## src/rtl/qr_vec_serializer.sv

```systemverilog
// qr_vec_serializer: captures an N-element column vector on start, then streams
// its elements one per accepted beat over a valid/ready interface, in forward
// or reverse index order.
// Ports:
//   clk, reset            - single clock, synchronous active-high reset
//   start, reverse        - capture request and order select (sampled in IDLE)
//   vec_in                - packed vector, element k at [k*WIDTH +: WIDTH]
//   out_data/out_idx      - current element and its index
//   out_valid/out_ready   - stream handshake
//   out_last              - final beat of the vector
//   busy, done            - streaming in progress / one-cycle completion pulse
module qr_vec_serializer #(
  parameter int unsigned WIDTH = 16,
  parameter int unsigned N     = 3,
  localparam int unsigned IW   = $clog2(N)
) (
  input  logic               clk,
  input  logic               reset,
  input  logic               start,
  input  logic               reverse,
  input  logic [N*WIDTH-1:0] vec_in,
  output logic [WIDTH-1:0]   out_data,
  output logic [IW-1:0]      out_idx,
  output logic               out_valid,
  input  logic               out_ready,
  output logic               out_last,
  output logic               busy,
  output logic               done
);

  localparam logic [IW-1:0] CNT_MAX = IW'(N - 1);

  typedef enum logic {
    IDLE = 1'b0,
    SEND = 1'b1
  } state_e;

  state_e                      state_q, state_d;
  logic [N-1:0][WIDTH-1:0]     shadow_q, shadow_d;
  logic                        rev_q, rev_d;
  logic [IW-1:0]               cnt_q, cnt_d;
  logic                        done_q, done_d;

  logic [IW-1:0]               idx;
  logic                        cnt_last;

  // Element index for the current beat and final-beat detect.
  always_comb begin
    idx      = rev_q ? (CNT_MAX - cnt_q) : cnt_q;
    cnt_last = (cnt_q == CNT_MAX);
  end

  // Next-state logic.
  always_comb begin
    state_d  = state_q;
    shadow_d = shadow_q;
    rev_d    = rev_q;
    cnt_d    = cnt_q;
    done_d   = 1'b0;
    case (state_q)
      IDLE: begin
        if (start) begin
          shadow_d = vec_in;
          rev_d    = reverse;
          cnt_d    = '0;
          state_d  = SEND;
        end
      end
      SEND: begin
        if (out_ready) begin
          if (cnt_last) begin
            state_d = IDLE;
            done_d  = 1'b1;
            cnt_d   = '0;
          end else begin
            cnt_d = cnt_q + IW'(1);
          end
        end
      end
      default: state_d = IDLE;
    endcase
  end

  // State registers.
  always_ff @(posedge clk) begin
    if (reset) begin
      state_q  <= IDLE;
      shadow_q <= '0;
      rev_q    <= 1'b0;
      cnt_q    <= '0;
      done_q   <= 1'b0;
    end else begin
      state_q  <= state_d;
      shadow_q <= shadow_d;
      rev_q    <= rev_d;
      cnt_q    <= cnt_d;
      done_q   <= done_d;
    end
  end

  // Outputs decoded from registered state only; data path zeroed outside SEND.
  always_comb begin
    out_valid = (state_q == SEND);
    busy      = (state_q == SEND);
    out_idx   = (state_q == SEND) ? idx : '0;
    out_data  = (state_q == SEND) ? shadow_q[idx] : '0;
    out_last  = (state_q == SEND) && cnt_last;
    done      = done_q;
  end

endmodule

```

## config.mk

```make
export PLATFORM = sky130hd
export DESIGN_NAME = qr_vec_serializer
export DESIGN_NICKNAME = d
export VERILOG_FILES = /design/src/rtl/qr_vec_serializer.sv
export SDC_FILE = /design/constraint.sdc
export NUM_CORES = 1
export LEC_CHECK = 0
export ABC_AREA = 1
export BUFFER_PORTS_ARGS = -buffer_cell sky130_fd_sc_hd__buf_2
export CAP_MARGIN = 15
export CORE_UTILIZATION = 30
export CTS_BUF_LIST = sky130_fd_sc_hd__clkbuf_2 sky130_fd_sc_hd__clkbuf_4 sky130_fd_sc_hd__clkbuf_8
export DETAILED_ROUTE_END_ITERATION = 10
export PLACE_DENSITY_LB_ADDON = 0.08
export SETUP_SLACK_MARGIN = 0.5
export SLEW_MARGIN = 20
export SYNTH_ARGS = -nofsm -noshare
export SYNTH_HDL_FRONTEND = slang
export SYNTH_SLANG_ARGS = --single-unit
```

## constraint.sdc

```tcl
create_clock -name clk -period 2.2 [get_ports clk]
set_input_delay 0.55 -clock clk [delete_from_list [all_inputs] [get_ports clk]]
set_output_delay 0.55 -clock clk [all_outputs]
set_load 0.01 [all_outputs]
```

* Word level (Yosys, flattened, before mapping)
Cells that the tools add are included.
Storage, ports and cells: output and inout port bits 22, input bits 53, register bits 53, logic and storage cells 33
Operators by class: bitwise logic cells 2, $add $sub $neg 2, equal/unequal tests 3, magnitude comparators 1, reductions and logical operators 4, mux-type cells 14
Operators by type and width (count):
- $bmux W16 S2 | 1
- $mux W16 | 2
- $mux W2 | 5
- $mux W1 | 4
- $ne A2 B2 Y1 const B | 2
- $pmux W2 S2 | 1
- $reduce_and A2 Y1 | 2
- $lt A2 B3 Y1 const B | 1
- $reduce_or A3 Y1 | 1
- $add A2 B1 Y2 const B | 1
- $eq A2 B2 Y1 const B | 1
- $not A1 Y1 | 2
- $pmux W1 S2 | 1
- $sub A2 B2 Y2 const A | 1
- $logic_and A1 B1 Y1 | 1

* Depth between registers and ports, before layout
Gate-level depths: netlist of the first run.
depth in word-level cells 5, depth in mapped cells 10, mapped depth without buffers 7

* Least setup slack after synthesis of the first run
Ideal clock, no wire load.
path type register -> output, start register cnt_q[0], end output out_data[0], data arrival time 1.651 ns, setup slack -0.001 ns, path buffers 3, stages on the path, launching flop included 11, data required time 1.650 ns, path through dfxtp_1 -> buf_4 -> inv_2 -> buf_4 -> ha_1 -> nand2_2 -> inv_2 -> nor2_4 -> buf_6 -> nor2_1 -> nor2_1
Between the ends: longest elaborated chain between the ends 5
Ends and longest elaborated chain:
- from (decl) | RTL line 41 | logic [IW-1:0] cnt_q, cnt_d;
- from (signal assigned) | RTL line 96 | cnt_q <= cnt_d;
- $sub A2 B2 Y2 | RTL line 49 | idx = rev_q ? (CNT_MAX - cnt_q) : cnt_q;
- $mux W2 (*) | RTL line 49
- $bmux W16 S2 (*) | RTL line 106 | out_data = (state_q == SEND) ? shadow_q[idx] : '0;
- $mux W16 (implied by the code) (*) | RTL line 106
- $mux W16 (*) | RTL line 106
- to (decl) | RTL line 22 | output logic [WIDTH-1:0] out_data,
Every way passes the cells marked *; elsewhere a longest branch is shown, timed or not. The select of a mux whose other input is x is not followed.

* Worst setup path after layout of the first run
start register cnt_q[1], end output out_data[1]
The elaborated chain is that of the path after synthesis.

==> reports/qor.log, run 1 <==
[run_status] run status complete, no violations
[clocking] clock latency of the later-clocked register in the worst-skew pair 0.30 ns
[logic_synthesis] Post-Synthesis Net Count 442
[timing] final worst setup slack 0.02817 ns
[layout] layout cell share with drive strength beyond 1 0.3063
[timing] # setup viols final 0
[routing] length of the first detailed-routing pass in iterations 4
[critical_path] Crit Path Category reg2out
[critical_path] FF-to-FF path depth 6
[layout] Total Nets Final 512
[critical_path] WP data required 1.65 ns
[critical_path] endpoint of the worst setup timing path out_data[1]
[clocking] maximum number of buffers from clock root to sink 2
[layout] Diodes inserted 0
[critical_path] CP Launch Type flip-flop
[floorplanning] Starting Density 0.3166
[global_route] number of global-route vias before repair 2440
[power_and_ir_drop] worst vdd ir 0.0002326 V
[floorplanning] Die Wd 93.24 um
[power_and_ir_drop] static power due to leakage 0.001550 uW
[routing] final routed DRC violation total 0
[placed_design] worst slack at placement 0.07710 ns
[logic_synthesis] average instance area after synthesis 6.470 sq um
[timing] worst slew margin relative to its limit 0.7121
[power_and_ir_drop] internal power summed over all cells 1482 uW
[timing] total count of hold-check failures in the final report 0
[job] Max-cap violations 0
[power_and_ir_drop] post-layout power 2117 uW
[layout] commonest non-fill, non-tap cell in the layout sky130_fd_sc_hd__nor2_1
[clocking] clock tree from TritonCTS yes
[global_route] gr ovfl total 0
[power_and_ir_drop] fraction of power consumed by combinational cells 0.213
[layout] area added between synthesis and finish 30.26%
[timing] Worst Skew 0.005064 ns
[floorplanning] Vert. Die Dim 93.24 um
[placed_design] final estimated routing congestion in global placement 0.7759
[critical_path] reg2reg start busy
[power_and_ir_drop] Net Sw Frac 0.2999
[logic_synthesis] Yosys reg bits 53
[logic_synthesis] count of synthesis-stage warnings from yosys 0
[placed_design] dpl cells 545
[floorplanning] standard cell core area 7888 sq um
[critical_path] critical path startpoint cnt_q[1]
[layout] count of placed standard cells in the final layout, fillers left out 559
[layout] total of fill cells in the finished design 873
[timing] RSZ-0062 raised after global routing yes
[global_route] total track usage 0.1771
[power_and_ir_drop] clock share of power 0.281
[layout] most used cells in the layout excluding fill and tap cells sky130_fd_sc_hd__nor2_1, sky130_fd_sc_hd__nand2_1, sky130_fd_sc_hd__buf_2, sky130_fd_sc_hd__o21ai_0, sky130_fd_sc_hd__dfxtp_1
[global_route] global-route wire length before repair 12030 um
[timing] worst hold margin 0.4402 ns
[clocking] master cell of the clock root buffer sky130_fd_sc_hd__clkbuf_8
[placed_design] total half-perimeter wirelength after legalization and detailed placement 4762 um
[floorplanning] boundary pin count 75
[timing] fmax 460.4 MHz
[logic_synthesis] cell area after synthesis 2497 sq um
[timing] clock period minus final worst setup slack 2.172 ns
[clocking] number of buffers added to fix hold violations after cts 0
[routing] number of vias per cell after detailed routing 4.463
[routing] final routed wire length divided by cell count 12.55 um
[critical_path] Slowest Stage Delay on Critical Path 0.35 ns
[placed_design] IO buf count 74
[floorplanning] Total Die Area 8694 sq um
[clocking] clock sink total 53
[power_and_ir_drop] Sw Pwr 634.9 uW
[logic_synthesis] number of cells produced by synthesis 386
[global_route] maximum number of pins on one net before global-route repair 51
[clocking] clock-pin slew on the worst setup and hold paths 0.10 ns
[hold_path] worst min path class in2reg
[logic_synthesis] proportion of synthesized chip area in sequential cells 0.4248
[floorplanning] number of placement rows 32
[critical_path] end of the worst register-to-register path shadow_q[17]
[critical_path] endpoint class of the critical path output port
[critical_path] cell-by-cell trace of the critical path inv_2, ha_4, nand2_4, inv_4, nor2_4, buf_12, nor2_2, nor2_2, buf_2
[global_route] antenna violations before repair 0
[power_and_ir_drop] total power per unit cell area 650.7 nW/um^2
[critical_path] R2R Setup Slk 0.89 ns
[logic_synthesis] number of distinct library cells after synthesis 16
[clocking] CTS H-tree depth 2
[routing] post-detailed-route count of antenna-violating nets 0
[power_and_ir_drop] sequential cell fraction of total power 0.506
[timing] slew at the pin with the worst max-slew slack 0.4318 ns
[timing] fin. max-slew vios 0
[critical_path] critical-path cell with the highest stage delay sky130_fd_sc_hd__dfxtp_2
[clocking] CTS buffer count 5
[timing] post-route clock period utilization 0.9872
[routing] total vias in the final route 2495
[routing] Total Routed Length 7018 um
[critical_path] critical path fanouts, max 12
[timing] TNS Setup 0 ns
[critical_path] most numerous cell on the critical path sky130_fd_sc_hd__nor2_2
[routing] initial DRC count 123
[critical_path] Data arrival, critical path 1.62 ns
==> worst min-delay path by stage <==
stage,start,end,depth (start not counted)
6_report,reset,cnt_q[0],2
5_1_grt,reset,cnt_q[0],2
4_1_cts,reset,cnt_q[0],2
3_5_place_dp,shadow_q[9],shadow_q[9],2
3_3_place_gp,shadow_q[9],shadow_q[9],2
2_1_floorplan,shadow_q[16],shadow_q[16],2
==> registers in the layout (all words and copies together), names as in the netlist <==
register,count
rev_q,1
busy,1
done,1
shadow_q,48
cnt_q,2
==> power by group through the flow <==
stage | logic, uW | registers (uW) | clock network (uW)
2_1_floorplan | 292 | 1080 | 0
3_3_place_gp | 415 | 1090 | 0
3_5_place_dp | 418 | 1090 | 0
4_1_cts | 456 | 1070 | 618
5_1_grt | 518 | 1080 | 661
6_report | 450 | 1070 | 596
==> metal layers <==
layer | global-route usage | wire [um] | up-vias
met1 | 0.2604 | 3632 | 1098
met5 | 0 | 0 | -
li1 | - | - | 1339
met2 | 0.2678 | 2981 | 56
met4 | 0.03077 | 23 | 0
met3 | 0.03659 | 381 | 2
==> cell families (layout without fill, tap and decap cells) <==
| family | Yosys count | count (layout) | synth area share |
|---|---|---|---|
| AOI/OAI and AO/OA | 53 | 53 | 0.1062 |
| adders and majority gates | 3 | 3 | 0.01503 |
| buffers and inverters | 36 | 107 | 0.07615 |
| DFF | 53 | 53 | 0.4249 |
| and+or+nand+nor | 241 | 241 | 0.3778 |
==> synth_stat cells <==
cell | n | area [sq um]
sky130_fd_sc_hd__inv_1 | 6 | 22.52
sky130_fd_sc_hd__buf_2 | 8 | 40.04
sky130_fd_sc_hd__nor3_1 | 1 | 5.000
sky130_fd_sc_hd__buf_6 | 3 | 33.78
sky130_fd_sc_hd__dfxtp_1 | 53 | 1061
sky130_fd_sc_hd__ha_1 | 3 | 37.54
sky130_fd_sc_hd__nand2_1 | 86 | 322.8
sky130_fd_sc_hd__a21oi_1 | 3 | 15.01
sky130_fd_sc_hd__nor2_4 | 1 | 11.26
sky130_fd_sc_hd__inv_2 | 4 | 15.01
sky130_fd_sc_hd__nand2_2 | 3 | 18.77
sky130_fd_sc_hd__clkbuf_1 | 9 | 33.78
sky130_fd_sc_hd__nand3_1 | 18 | 90.09
sky130_fd_sc_hd__nor2_1 | 132 | 495.5
sky130_fd_sc_hd__o21ai_0 | 50 | 250.2
sky130_fd_sc_hd__buf_4 | 6 | 45.04
==> repair_timing <==
action,in CTS,in global routing
gates resized for setup,23,3
setup buffers,5,0
gates cloned,1,0
setup endpoints to repair,20,20
pin swaps,2,2
==> critical path: cells and delay by family (launching register included) <==
kind          cells  cell delay [ns]
fa+ha+maj         1             0.23
buf+inv           4             0.38
flops             1             0.35
simple gates      4             0.35
==> stage by stage <==
| step | utilization | area [sq um] |
|---|---|---|
| after floorplan | - | 2569 |
| after global placement | 0.3786 | 2987 |
| after detailed placement | 0.3786 | 2987 |
| after CTS | 0.4112 | 3243 |
| after global routing | 0.4124 | 3253 |
| final | 0.4124 | 3253 |
==> area by class of cell <==
| class | instances | area [sq um] | area share |
|---|---|---|---|
| multi-input cells | 297 | 1354 | 0.4162 |
| clock buffers | 6 | 82.58 | 0.02538 |
| repair buffers | 89 | 561.8 | 0.1727 |
| inverters | 10 | 42.54 | 0.01308 |
| well taps | 102 | 127.6 | 0.03923 |
| clock inverters | 2 | 17.52 | 0.005385 |
| flip-flops and latches | 53 | 1067 | 0.3281 |
(Power assumes the default switching activity.)
==> run 2: changes to the inputs <==
ABC_AREA = 0   (was 1)
REMOVE_ABC_BUFFERS = 1   (was not set)
==> reports/qor.log, run 2 <==
[power_and_ir_drop] worst vdd ir 0.0002543 V [+9.3%]
[layout] Post-Layout Inst Area 3015 sq um [-7.3%]
[floorplanning] number of placement rows 31 [-3.1%]
[critical_path] cell-by-cell trace of the critical path inv_2, ha_4, nand2_2, and3b_2, buf_8, o2bb2ai_2, buf_2
[layout] Total Nets Final 413 [-19%]
[power_and_ir_drop] sequential cell fraction of total power 0.551 [+0.045]
[clocking] number of buffers added to fix hold violations after cts 0 [unchanged]
[placed_design] worst slack at placement 0.2040 ns [+0.1269 ns]
[logic_synthesis] average instance area after synthesis 8.095 sq um [+25%]
[clocking] clock-pin slew on the worst setup and hold paths 0.10 ns [about the same]
[floorplanning] Vert. Die Dim 89.08 um [-4.5%]
[placed_design] IO buf count 74 [unchanged]
[global_route] antenna violations before repair 0 [unchanged]
[floorplanning] boundary pin count 75 [unchanged]
[logic_synthesis] portion of synthesized cell area occupied by the leading cell type 0.4664 [+0.04160]
[logic_synthesis] Yosys reg bits 53 [unchanged]
[routing] final routed DRC violation total 0 [unchanged]
[critical_path] top cell family by delay on the critical path flip-flops
[power_and_ir_drop] clock share of power 0.298 [+0.017]
[clocking] clock latency of the later-clocked register in the worst-skew pair 0.30 ns [about the same]
[timing] fmax 452.6 MHz [-1.7%]
[critical_path] Slowest Stage Delay on Critical Path 0.35 ns [about the same]
[power_and_ir_drop] static power due to leakage 0.001251 uW [-19%]
[logic_synthesis] largest cells by area after synthesis sky130_fd_sc_hd__dfxtp_1, sky130_fd_sc_hd__nand2_1, sky130_fd_sc_hd__a21oi_1
[logic_synthesis] Post-synth EDFFs 0 [unchanged]
[logic_synthesis] proportion of register bits with asynchronous set or reset after synthesis 0 [unchanged]
[job] Max-cap violations 0 [unchanged]
[critical_path] Bufs and invs on worst path 3 [-1]
[global_route] maximum number of pins on one net before global-route repair 50 [-2.0%]
[floorplanning] Die Wd 89.08 um [-4.5%]
[layout] flip-flop count of the largest register after layout 48 [unchanged]
[layout] Most flops, register shadow_q
[routing] final routed wire length divided by cell count 13.68 um [+9.0%]
[layout] layout cell share with drive strength beyond 1 0.3520 [+0.04561]
[routing] number of vias per cell after detailed routing 4.672 [+4.7%]
[power_and_ir_drop] internal power summed over all cells 1376 uW [-7.1%]
[timing] # setup viols final 16 [+16]
[logic_synthesis] prevailing post-synth register cell sky130_fd_sc_hd__dfxtp_1
[clocking] clock tree from TritonCTS yes
[global_route] number of global-route vias before repair 1977 [-19%]
[power_and_ir_drop] Net Sw Frac 0.2717 [-0.02826]
[floorplanning] standard cell core area 7292 sq um [-7.6%]
[global_route] gr ovfl total 0 [unchanged]
[timing] total count of hold-check failures in the final report 0 [unchanged]
[timing] RSZ-0062 raised after global routing yes
[timing] post-route clock period utilization 1.004 [+0.01707]
[floorplanning] Starting Density 0.3119 [-0.004682]
[routing] Total Routed Length 6254 um [-11%]
[critical_path] CP Launch Type flip-flop
[global_route] total track usage 0.1639 [-0.01320]
[clocking] maximum number of buffers from clock root to sink 2 [unchanged]
[clocking] clock sink total 53 [unchanged]
[critical_path] critical path fanouts, max 8 [-4]
[clocking] CTS buffer count 5 [unchanged]
[critical_path] critical-path cell with the highest stage delay sky130_fd_sc_hd__dfxtp_2
[logic_synthesis] count of synthesis-stage warnings from yosys 0 [unchanged]
[routing] total vias in the final route 2135 [-14%]
[logic_synthesis] Yosys top cell by area sky130_fd_sc_hd__dfxtp_1
[timing] Worst Skew 0.005795 ns [+0.0007308 ns]
[placed_design] area after detailed placement 2741 sq um [-8.2%]
[floorplanning] Total Die Area 7934 sq um [-8.7%]
[layout] commonest non-fill, non-tap cell in the layout sky130_fd_sc_hd__nand2_1
[logic_synthesis] proportion of synthesized chip area in sequential cells 0.4664 [+0.04160]
[critical_path] endpoint class of the critical path output port
[logic_synthesis] number of distinct library cells after synthesis 22 [+6]
[logic_synthesis] top cells by count, synth sky130_fd_sc_hd__nand2_1, sky130_fd_sc_hd__dfxtp_1, sky130_fd_sc_hd__a21oi_1
[run_status] run status complete, but fails checks
[timing] final worst setup slack -0.009372 ns [-0.03754 ns]
[critical_path] Data arrival, critical path 1.66 ns [+0.04 ns]
[logic_synthesis] library cell with the highest instance count after synthesis sky130_fd_sc_hd__nand2_1
[layout] Top Registers shadow_q x48, cnt_q x2
[timing] worst slew margin relative to its limit 0.7853 [+0.07320]
[clocking] master cell of the clock root buffer sky130_fd_sc_hd__clkbuf_8
[critical_path] WP data required 1.65 ns [about the same]
[critical_path] Crit Path Category reg2out
[power_and_ir_drop] Sw Pwr 513.3 uW [-19%]
[timing] slew at the pin with the worst max-slew slack 0.3220 ns [-0.1098 ns]
[run_status] violated checks negative setup slack
[layout] total of fill cells in the finished design 821 [-6.0%]
[logic_synthesis] cell area after synthesis 2275 sq um [-8.9%]
[logic_synthesis] number of cells produced by synthesis 281 [-27%]
[placed_design] final estimated routing congestion in global placement 0.6831 [-12%]
[power_and_ir_drop] fraction of power consumed by combinational cells 0.152 [-0.061]
[layout] Diodes inserted 0 [unchanged]
[placed_design] total half-perimeter wirelength after legalization and detailed placement 4028 um [-15%]
[hold_path] worst min path class reg2reg
[routing] length of the first detailed-routing pass in iterations 4 [unchanged]
[global_route] global-route wire length before repair 9846 um [-18%]
[timing] clock period minus final worst setup slack 2.209 ns [+0.03754 ns]
[layout] area added between synthesis and finish 32.56%
[routing] post-detailed-route count of antenna-violating nets 0 [unchanged]
[routing] initial DRC count 90 [-27%]
[timing] fin. max-slew vios 0 [unchanged]
[layout] most used cells in the layout excluding fill and tap cells sky130_fd_sc_hd__nand2_1, sky130_fd_sc_hd__buf_2, sky130_fd_sc_hd__dfxtp_1, sky130_fd_sc_hd__a21oi_1, sky130_fd_sc_hd__a22oi_1
[clocking] CTS H-tree depth 2 [unchanged]
[power_and_ir_drop] total power per unit cell area 626.5 nW/um^2 [-3.7%]
run 2: metrics by stage:
stage	utilization	total power, uW	instances	TNS (ns)	hold slack [ns]
6_report	0.4135	1889	457	-0.1020	0.4591
5_1_grt	0.4135	1987	457	-1.316	0.4654
4_1_cts	0.4046	1917	456	0	0.4559
3_5_place_dp	0.3759	1333	444	0	0.4478
3_3_place_gp	0.3759	1331	444	0	0.4431
2_1_floorplan	-	1181	256	-1.846	0.4300
run 2: kinds of logic after synthesis:
family                   share of synthesized area
AND/OR/NAND/NOR                             0.2008
adder cells (fa/ha/maj)                    0.01650
flip-flops                                  0.4664
multiplexers                              0.004401
AO/OA/AOI/OAI                               0.2338
buffers and inverters                      0.07811
run 2: tightest hold or removal path: stages (launching register included):
cell                      delay, ns
sky130_fd_sc_hd__dfxtp_1       0.32
sky130_fd_sc_hd__nand2_1       0.05
sky130_fd_sc_hd__a21oi_1       0.05
run 2: power groups by stage:
stage / Sequential (uW) / Clock (uW) / Combinational (uW)
2_1_floorplan: 1060 / 0 / 122
3_3_place_gp: 1060 / 0 / 271
3_5_place_dp: 1060 / 0 / 273
4_1_cts: 1040 / 592 / 286
5_1_grt: 1050 / 615 / 324
6_report: 1040 / 562 / 286
run 2: path summary, 6_finish.rpt:
kind                                   start           end  slack, ns  cells after the start
worst max-delay path                cnt_q[0]   out_data[2]     -0.009                      7
worst min-delay path            shadow_q[27]  shadow_q[27]       0.46                      2
worst max register to register          busy  shadow_q[25]       0.87                      5
worst min register to register  shadow_q[27]  shadow_q[27]       0.46                      2
run 2: cell type report:
cell class | count | area [sq um] | share of cell area
Timing Repair Buffer | 94 | 591.8 | 0.1963
Clock inverter | 2 | 15.01 | 0.004979
Sequential cell | 53 | 1064 | 0.3527
Multi-Input combinational cell | 201 | 1137 | 0.3772
Clock buffer | 6 | 76.32 | 0.02531
Tap cell | 99 | 123.9 | 0.04108
Inverter | 2 | 7.507 | 0.002490
run 2: repair_timing:
item	in CTS	in global routing
cloned	1	0
hold endpoints to repair	0	0
buffers inserted	3	1
resized for setup	21	12
endpoints found under the setup margin	19	19
pin swaps	3	3
run 2: per-layer routing:
layer,share of wire,track usage,up-vias
li1,-,-,1096
met2,0.47,0.2699,44
met1,0.48,0.2204,991
met4,0.011,0.04762,0
met5,0,0,-
met3,0.036,0.02955,4
